<file path="config.mk">
export PLATFORM = sky130hd
export DESIGN_NAME = router_pkt_rx_flat
export DESIGN_NICKNAME = d
export VERILOG_FILES = /design/src/rtl/router_pkg.sv /design/src/rtl/router_pkt_rx_if.sv /design/src/rtl/router_rx_parity.sv /design/src/rtl/router_pkt_rx.sv /design/src/flat_wrapper.sv
export SDC_FILE = /design/constraint.sdc
export NUM_CORES = 1
export LEC_CHECK = 0
export CAP_MARGIN = 20
export CORE_MARGIN = 2
export CORE_UTILIZATION = 50
export DETAILED_ROUTE_END_ITERATION = 16
export GPL_TIMING_DRIVEN = 0
export PLACE_DENSITY = 0.73
export SYNTH_ARGS = -nofsm -noshare
export SYNTH_HDL_FRONTEND = slang
export SYNTH_SLANG_ARGS = --single-unit
export TNS_END_PERCENT = 10
</file>
<file path="constraint.sdc">
create_clock -name clock -period 3.52 [get_ports clock]
set_clock_uncertainty 0.2 [all_clocks]
set_input_delay 0.704 -clock clock [delete_from_list [all_inputs] [get_ports clock]]
set_output_delay 0.704 -clock clock [all_outputs]
set_load 0.03 [all_outputs]
</file>
<file path="src/rtl/router_pkg.sv">
// router_pkg: shared constants and receiver FSM encoding for the router egress blocks
package router_pkg;
    localparam int HDR_LEN_MSB = 7;
    localparam int HDR_LEN_LSB = 2;
    localparam int ADDR_W      = 2;
    localparam int LEN_W       = 6;
    localparam int DATA_W      = 8;
    typedef enum logic [1:0] {IDLE, HDR, BODY} rx_state_t;
endpackage

</file>
<file path="src/rtl/router_pkt_rx_if.sv">
// router_pkt_rx_if: router port FIFO handshake plus parsed packet results
interface router_pkt_rx_if #(parameter int CNT_W = 16) ();
    import router_pkg::*;
    logic              en;
    logic              vld_out;
    logic [DATA_W-1:0] data_out;
    logic              read_enb;
    logic              byte_valid;
    logic [DATA_W-1:0] byte_data;
    logic              pkt_done;
    logic [ADDR_W-1:0] pkt_addr;
    logic [LEN_W-1:0]  pkt_len;
    logic              parity_err;
    logic              timeout_err;
    logic [CNT_W-1:0]  pkt_count;
    modport master (
        input  en, vld_out, data_out,
        output read_enb, byte_valid, byte_data, pkt_done, pkt_addr, pkt_len,
               parity_err, timeout_err, pkt_count
    );
    modport slave (
        output en, vld_out, data_out,
        input  read_enb, byte_valid, byte_data, pkt_done, pkt_addr, pkt_len,
               parity_err, timeout_err, pkt_count
    );
endinterface

</file>
<file path="src/rtl/router_rx_parity.sv">
// router_rx_parity: running XOR of header and payload, compared against the parity byte
module router_rx_parity import router_pkg::*; (
    input  logic              clock,
    input  logic              reset,
    input  logic              clear,
    input  logic              load,
    input  logic              fold,
    input  logic [DATA_W-1:0] din,
    output logic              mismatch
);
    logic [DATA_W-1:0] acc;
    // accumulator: clear wins over load, load over fold
    always_ff @(posedge clock or posedge reset) begin
        if (reset) acc <= '0;
        else acc <= clear ? '0 : load ? din : fold ? acc ^ din : acc;
    end
    assign mismatch = acc != din;
endmodule

</file>
<file path="src/rtl/router_pkt_rx.sv">
// router_pkt_rx: drains one router output port and parses header, payload and parity
module router_pkt_rx import router_pkg::*; #(
    parameter int TIMEOUT = 32,
    parameter int CNT_W   = 16
) (
    input  logic           clock,
    input  logic           reset,
    router_pkt_rx_if.master bus
);
    localparam int IW = $clog2(TIMEOUT + 1);
    rx_state_t        state, state_nxt;
    logic             rd_q;
    logic [6:0]       issued, remaining, rcvd;
    logic [IW-1:0]    idle_cnt;
    logic [CNT_W-1:0] cnt;
    logic             arrive, is_par, timeout_hit, par_mis;
    assign arrive      = state == BODY && rd_q;
    assign is_par      = arrive && rcvd == remaining - 7'd1;
    assign timeout_hit = state == BODY && !rd_q && idle_cnt == IW'(TIMEOUT - 1);
    assign bus.read_enb = !reset && bus.vld_out && bus.en &&
                          (state == IDLE || (state == BODY && issued < remaining && !timeout_hit));
    assign bus.pkt_count = cnt;
    router_rx_parity u_parity (
        .clock    (clock),
        .reset    (reset),
        .clear    (is_par || timeout_hit),
        .load     (state == HDR),
        .fold     (arrive && !is_par),
        .din      (bus.data_out),
        .mismatch (par_mis)
    );
    // state register
    always_ff @(posedge clock or posedge reset) begin
        if (reset) state <= IDLE;
        else state <= state_nxt;
    end
    // next state: header read, one bubble in HDR, body until parity or timeout
    always_comb begin
        state_nxt = state;
        state_nxt = state == IDLE ? (bus.read_enb ? HDR : IDLE) :
                    state == HDR  ? BODY :
                    (is_par || timeout_hit) ? IDLE : BODY;
    end
    // datapath: header capture, byte counting, payload streaming and status
    always_ff @(posedge clock or posedge reset) begin
        if (reset) begin
            rd_q            <= 1'b0;
            issued          <= '0;
            remaining       <= '0;
            rcvd            <= '0;
            idle_cnt        <= '0;
            cnt             <= '0;
            bus.byte_valid  <= 1'b0;
            bus.byte_data   <= '0;
            bus.pkt_done    <= 1'b0;
            bus.pkt_addr    <= '0;
            bus.pkt_len     <= '0;
            bus.parity_err  <= 1'b0;
            bus.timeout_err <= 1'b0;
        end else begin
            rd_q           <= bus.read_enb;
            bus.byte_valid <= 1'b0;
            bus.pkt_done   <= 1'b0;
            if (state == HDR) begin
                bus.pkt_len  <= bus.data_out[HDR_LEN_MSB:HDR_LEN_LSB];
                bus.pkt_addr <= bus.data_out[ADDR_W-1:0];
                remaining    <= {1'b0, bus.data_out[HDR_LEN_MSB:HDR_LEN_LSB]} + 7'd1;
                issued       <= '0;
                rcvd         <= '0;
                idle_cnt     <= '0;
            end
            if (state == BODY) begin
                if (bus.read_enb) issued <= issued + 7'd1;
                if (arrive) rcvd <= rcvd + 7'd1;
                idle_cnt <= arrive ? '0 : idle_cnt + IW'(1);
                if (arrive && !is_par) begin
                    bus.byte_valid <= 1'b1;
                    bus.byte_data  <= bus.data_out;
                end
                if (is_par || timeout_hit) begin
                    bus.pkt_done    <= 1'b1;
                    bus.parity_err  <= is_par && par_mis;
                    bus.timeout_err <= timeout_hit;
                    if (is_par && !par_mis) cnt <= cnt + CNT_W'(1);
                end
            end
        end
    end
endmodule

</file>
<file path="src/flat_wrapper.sv">
// flat-port wrapper written by rule: the top's interface ports become plain ports
module router_pkt_rx_flat import router_pkg::*;
#(
    parameter int TIMEOUT = 32,
    parameter int CNT_W   = 16
)
  (clock, reset, bus_en, bus_vld_out, bus_data_out, bus_read_enb, bus_byte_valid, bus_byte_data, bus_pkt_done, bus_pkt_addr, bus_pkt_len, bus_parity_err, bus_timeout_err, bus_pkt_count);
  router_pkt_rx_if #(.CNT_W(CNT_W)) bus_i ();
  input  logic clock;
  input  logic reset;
  input wire logic [$bits(bus_i.en)-1:0] bus_en;
  input wire logic [$bits(bus_i.vld_out)-1:0] bus_vld_out;
  input wire logic [$bits(bus_i.data_out)-1:0] bus_data_out;
  output wire logic [$bits(bus_i.read_enb)-1:0] bus_read_enb;
  output wire logic [$bits(bus_i.byte_valid)-1:0] bus_byte_valid;
  output wire logic [$bits(bus_i.byte_data)-1:0] bus_byte_data;
  output wire logic [$bits(bus_i.pkt_done)-1:0] bus_pkt_done;
  output wire logic [$bits(bus_i.pkt_addr)-1:0] bus_pkt_addr;
  output wire logic [$bits(bus_i.pkt_len)-1:0] bus_pkt_len;
  output wire logic [$bits(bus_i.parity_err)-1:0] bus_parity_err;
  output wire logic [$bits(bus_i.timeout_err)-1:0] bus_timeout_err;
  output wire logic [$bits(bus_i.pkt_count)-1:0] bus_pkt_count;
  assign bus_i.en = bus_en;
  assign bus_i.vld_out = bus_vld_out;
  assign bus_i.data_out = bus_data_out;
  assign bus_read_enb = bus_i.read_enb;
  assign bus_byte_valid = bus_i.byte_valid;
  assign bus_byte_data = bus_i.byte_data;
  assign bus_pkt_done = bus_i.pkt_done;
  assign bus_pkt_addr = bus_i.pkt_addr;
  assign bus_pkt_len = bus_i.pkt_len;
  assign bus_parity_err = bus_i.parity_err;
  assign bus_timeout_err = bus_i.timeout_err;
  assign bus_pkt_count = bus_i.pkt_count;
  router_pkt_rx #(.TIMEOUT(TIMEOUT), .CNT_W(CNT_W)) u_core (.clock(clock), .reset(reset), .bus(bus_i));
endmodule
</file>
# Word-level counts from Yosys, hierarchy flattened
# Cells that the tools add are included.
dict set report word_totals {
  elab_cells 73
  ff_bits 74
}
dict set report op_classes {
  reduce_logical 25
  eq_ne 5
  bitwise_logic 1
  mux 20
  n_lt_le_gt_ge 1
  n_addsub 6
}
# op n
set ops {}
lappend ops {{$mux W7} 6}
lappend ops {{$mux W8} 3}
lappend ops {{$mux W6} 3}
lappend ops {{$add A16 B1 Y16 const B} 1}
lappend ops {{$add A7 B1 Y7 const B} 2}
lappend ops {{$logic_and A1 B1 Y1} 12}
lappend ops {{$ne A8 B8 Y1} 1}
lappend ops {{$xor A8 B8 Y8} 1}
lappend ops {{$add A6 B1 Y7 const B} 1}
lappend ops {{$eq A7 B7 Y1} 1}
lappend ops {{$lt A7 B7 Y1} 1}
lappend ops {{$sub A7 B1 Y7 const B} 1}
lappend ops {{$add A6 B1 Y6 const B} 1}
lappend ops {{$eq A6 B5 Y1 const B} 1}
lappend ops {{$mux W2} 3}
lappend ops {{$logic_not A1 Y1} 5}
lappend ops {{$mux W1} 5}
lappend ops {{$reduce_and A2 Y1} 2}
lappend ops {{$reduce_and A3 Y1} 1}
lappend ops {{$reduce_bool A3 Y1} 1}
lappend ops {{$eq A2 B1 Y1 const B} 1}
lappend ops {{$eq A2 B2 Y1 const B} 1}
lappend ops {{$logic_not A2 Y1} 1}
lappend ops {{$logic_or A1 B1 Y1} 2}
lappend ops {{$reduce_bool A2 Y1} 1}

# Depth between registers and ports, before layout
dict set report depth {
  ltp_word 9
  mapped_depth 13
  mapped_depth_nobuf 9
}

# Hierarchy
# From an unflattened synthesis, not the netlist that was laid out.
dict set report unflattened {
  hier_cells 392
  hier_area_um2 4023.9
}
# module n_inst area_each_um2 cells_per_inst
set by_module_without_submodules {}
lappend by_module_without_submodules {router_pkt_rx 1 3483.3 329}
lappend by_module_without_submodules {router_rx_parity 1 540.5 63}

# Worst setup path before layout
# No wires, ideal clock.
dict set report synth_path {
  path_type {reg-to-reg}
  start {register u_core.remaining[0]}
  end {register u_core.cnt[10], in the netlist u_core.bus.pkt_count[10]}
  stages_incl_launch_ff 14
  arrival_ps 2613
  required_time_ps 3186
  period_less_slack_ps 2947
  setup_slack_ps 573
  path_buffers 4
  cell_sequence {dfrtp_1 buf_4 inv_1 ha_1 clkbuf_1 o21ba_2 a221o_2 a2111oi_4 o311a_2 and3_1 buf_6 buf_12 nand4_1 xnor2_1}
}
dict set report synth_via {
  elab_chain_len 5
  elab_cells_between_ends 6
}
# item line
set synth_rtl {}
lappend synth_rtl {{start, declared} router_pkt_rx.sv:13} ;# logic [6:0] issued, remaining, rcvd;
lappend synth_rtl {{start signal, assigned} router_pkt_rx.sv:67} ;# remaining <= {1'b0, bus.data_out[HDR_LEN_MSB:HDR_LEN_LSB]} + 7'd1;
lappend synth_rtl {{$sub A7 B1 Y7 (*)} router_pkt_rx.sv:18} ;# assign is_par = arrive && rcvd == remaining - 7'd1;
lappend synth_rtl {{$eq A7 B7 Y1 (*)} router_pkt_rx.sv:18}
lappend synth_rtl {{$logic_and A1 B1 Y1 (*)} router_pkt_rx.sv:18}
lappend synth_rtl {{$logic_or A1 B1 Y1 / $logic_and A1 B1 Y1 (equally long branches)} {router_pkt_rx.sv:80, router_pkt_rx.sv:84}}
lappend synth_rtl {{$reduce_and A3 Y1 (no source line) (*)} -}
lappend synth_rtl {{end signal, assigned} router_pkt_rx.sv:84} ;# if (is_par && !par_mis) cnt <= cnt + CNT_W'(1);
lappend synth_rtl {{end, declared} router_pkt_rx.sv:15} ;# logic [CNT_W-1:0] cnt;
# Every way passes the cells marked *; elsewhere a longest branch is shown, timed or not.
# A chain may end at the register's enable or synchronous reset.

# Worst setup path in the final report
dict set report layout_path {
  start {register u_core.remaining[1]}
  end {register u_core.cnt[15], in the netlist u_core.bus.pkt_count[15]}
}
# Same word-level chain as after synthesis.

==> out/results.tsv <==
stage	metric	value	unit
setup_path	critPathLaunch	u_core.remaining[1]	
clock_network	ctsRootBufferMaster	clkbuf_8	
setup_path	path_delay_family	compound AO/OA/AOI/OAI gates	
setup_path	crit_required	3.56	ns
setup_path	critPathLaunchType	flop	
power	seqPwrFrac	40.3	%
sta	fmax	307	MHz
yosys	syn_area	3860	µm²
clock_network	cts_tree	yes	
power	p_int	1960	µW
placement	place_hpwl	5.59	mm
floorplanning	die_h	91.9	µm
detailed_routing	vias_per_cell	5.38	
yosys	synth_cells	379	
yosys	syn_area_per_cell	10.2	µm²
sta	hold_slack	0.286	ns
floorplanning	floorplan.initialDensity	50.8	%
yosys	synthArstFlopShare	100	%
detailed_routing	final_antenna_net_count	0	
clock_network	cts_hold_buf	0	
sta	setup_ws	0.266	ns
setup_path	timing.rr.end	u_core.bus.pkt_count[15]	
flow_run	cap_violations	0	
yosys	ys.flop_type	dfrtp_1	
sta	drv_slew	0	
grt	antenna_found_initial	0	
detailed_routing	wirelength	7.92	mm
layout	n_antenna_cell	0	
setup_path	cp.arrival	3.30	ns
grt	grt_max_degree	61	
setup_path	cp-end-kind	flop	
clock_network	htreeDepth	3	
setup_path	rr_startpoint	u_core.remaining[1]	
power	finalPower	3180	µW
yosys	yosys-top-cells-area	dfrtp_1 48%, xnor2_1 6.8%, mux2_2 5.2%	
setup_path	cp_num_buf_inv	4	
sta	worst_pin_slew	0.931	ns
layout	synthToLayoutAreaGrowth	21.0	%
setup_path	slowest_stage	dfrtp_1	
yosys	synth_edf_count	0	
yosys	synth.distinct_cells	48	
placement	placed_area	4460	µm²
detailed_routing	vias	2919	
placement	gp_congestion	0.787	
detailed_routing	drt-wirelength-per-cell	14.6	µm
detailed_routing	drt-pass1-iter-count	4	
sta	setup_violations	0	
setup_path	cp.depth	12	
placement	port_buffers	44	
hold_path	min_from	u_core.bus.pkt_count[8]	
power	switching_share	38.4	%
setup_path	regToRegSetupSlack	0.27	ns
sta	period_share	92.4	%
power	ir_drop	522	µV
sta	hold_viol	0	
floorplanning	io_pins	49	
clock_network	cts.reportedPaths.clkPinSlew	0.08	ns
setup_path	path_class	flop to flop	
power	pwr-share-clk	21.5	%
yosys	yosysWarningCount	0	
grt	grt_overflow	0	
clock_network	cts_buffer_depth	2	
floorplanning	core-area	7610	µm²
yosys	synth_top_area_share	47.9	%
power	powerDensity	680	nW/µm²
layout	drive_gt1_share	11.6	%
power	power_leakage	0.00209	µW
hold_path	hold_class	flop to flop	
yosys	synth_largest_area_cell	dfrtp_1	
sta	period_needed	3.25	ns
clock_network	clkLatencyLatePin	0.35	ns
grt	grt_pass1_wl	13.5	mm
layout	fillers	651	
detailed_routing	drt_iter0_markers	160	
setup_path	crit_end	u_core.bus.pkt_count[15]	
sta	rsz0062_at_grt	no	
grt	grtUsageTotal	20.2	%
power	netSwitchingPower	1220	µW
setup_path	max_stage_delay	0.46	ns
grt	grt_pass1_vias	2841	
floorplanning	die-area	8450	µm²
sta	fin_tns_setup	0	ns
power	power_frac_comb	38.3	%
yosys	synth_common_cells	74 x dfrtp_1, 36 x nand2_1, 33 x o21ai_0	
yosys	yosysSeqAreaShare	47.9	%
floorplanning	die-width	91.9	µm
layout	final_nets	463	
detailed_routing	drc_errors	0	
sta	relSlewSlack	37.5	%
setup_path	r2r_cells	12	
clock_network	cts.sinks	74	
run_status	outcome	finished, final reports clean	
clock_network	cts_buffers	9	
placement	post-place-ws	-0.0128	ns
yosys	synth_nets	406	
setup_path	path_cells	inv_1, ha_1, clkbuf_1, o21ba_2, a221o_2, a2111oi_4, o311a_2, and3_1, buf_6, buf_12, nand4_1, xnor2_1	
setup_path	cp_max_fo	10	
yosys	synth_seq_cells	74	
layout	finalInstanceArea	4680	µm²
yosys	yosysMostFrequentCell	dfrtp_1	
floorplanning	rows	32	
## layout by cell type (no fill, tap or decap), types with 4 or more instances in the layout
cell type        netlist  final
nor2b_1                9      8
dfrtp_1               74     74
clkbuf_1              10     10
clkdlybuf4s50_1        0     43
nor2_1                21     21
o21ai_0               33     33
ha_1                  15     15
nand4_1               14     14
inv_1                 17     16
clkbuf_8               0      9
xor2_1                13     13
xnor2_1               30     30
nor3_1                 5      5
and3_1                 8      8
mux2_2                18     18
nand2_1               36     36
nand3_1               19     19
a21oi_1                6      6
a211o_1                4      4
## cell type report
type	instances	area, µm²	share of cell area (%)
multi-input cells	271	1860	39.7
flip-flops and latches	74	1850	39.6
repair buffers	46	478	10.2
well taps	102	128	2.73
clock buffers	9	124	2.65
plain buffers	17	93.8	2.01
clock inverters	7	77.6	1.66
inverters	17	66.3	1.42
## per-layer routing
metal,GRT usage (%),vias up,wire [µm]
li1,-,1437,-
met4,6.59,0,93
met3,4.60,9,260
met2,33.0,52,3820
met5,0,-,0
met1,26.8,1421,3750
## registers in the layout (all words and copies together) (netlist names)
signal                  flops
u_core.bus.pkt_addr         2
u_core.state                2
u_core.u_parity.acc         8
u_core.rd_q                 1
u_core.bus.byte_valid       1
u_core.remaining            7
u_core.bus.pkt_count       16
u_core.bus.pkt_len          6
u_core.bus.parity_err       1
u_core.bus.byte_data        8
u_core.bus.pkt_done         1
u_core.idle_cnt             6
u_core.bus.timeout_err      1
u_core.issued               7
u_core.rcvd                 7
## logic make-up (layout without fill, tap and decap cells)
family	count (synthesis)	after routing	share of synthesized area [%]
simple gates	132	132	17.4
flops	74	74	47.9
compound gates	62	62	10.5
xor+xnor	43	43	9.75
buf+inv	34	96	4.08
mux	19	19	5.51
fa+ha+maj	15	15	4.86
## metrics by stage
stage	util, %	cells
after floorplan	-	379
after global placement	58.3	525
after detailed placement	58.7	526
after CTS	61.4	543
after global routing	61.5	543
final	61.5	543
## worst register-to-register path, delay by kind of cell, from the launching register on
| family | cells | cell delay, ns |
|---|---|---|
| AND/OR/NAND/NOR | 2 | 0.31 |
| adder cells (fa/ha/maj) | 1 | 0.19 |
| XOR/XNOR | 1 | 0.16 |
| flip-flops | 1 | 0.46 |
| buffers and inverters | 4 | 0.58 |
| AO/OA/AOI/OAI | 4 | 1.27 |
## power by group through the flow
| stage | Sequential [µW] | Combinational (µW) | Clock, µW |
|---|---|---|---|
| 3_3_place_gp | 1280 | 1170 | 0 |
| 3_5_place_dp | 1290 | 1220 | 0 |
| 2_1_floorplan | 1440 | 675 | 0 |
| 5_1_grt | 1310 | 1340 | 739 |
| 6_report | 1280 | 1220 | 682 |
| 4_1_cts | 1280 | 1230 | 701 |
## worst min path at each step
stage / slack (ns) / endpoint / depth (start not counted)
after floorplan: 0.26 / u_core.idle_cnt[3] / 1
after global placement: 0.26 / u_core.bus.pkt_count[15] / 1
after detailed placement: 0.28 / u_core.bus.pkt_count[8] / 1
after CTS: 0.29 / u_core.bus.pkt_count[8] / 1
after global routing: 0.32 / u_core.bus.pkt_count[12] / 1
final: 0.29 / u_core.bus.pkt_count[8] / 1
## repair_timing
item | CTS | global route
buffers inserted | 1 | 0
setup endpoints to repair | 1 | 1
resized for setup | 1 | 1
pin swaps | 1 | 0
Power figures use the tool's default switching activity.
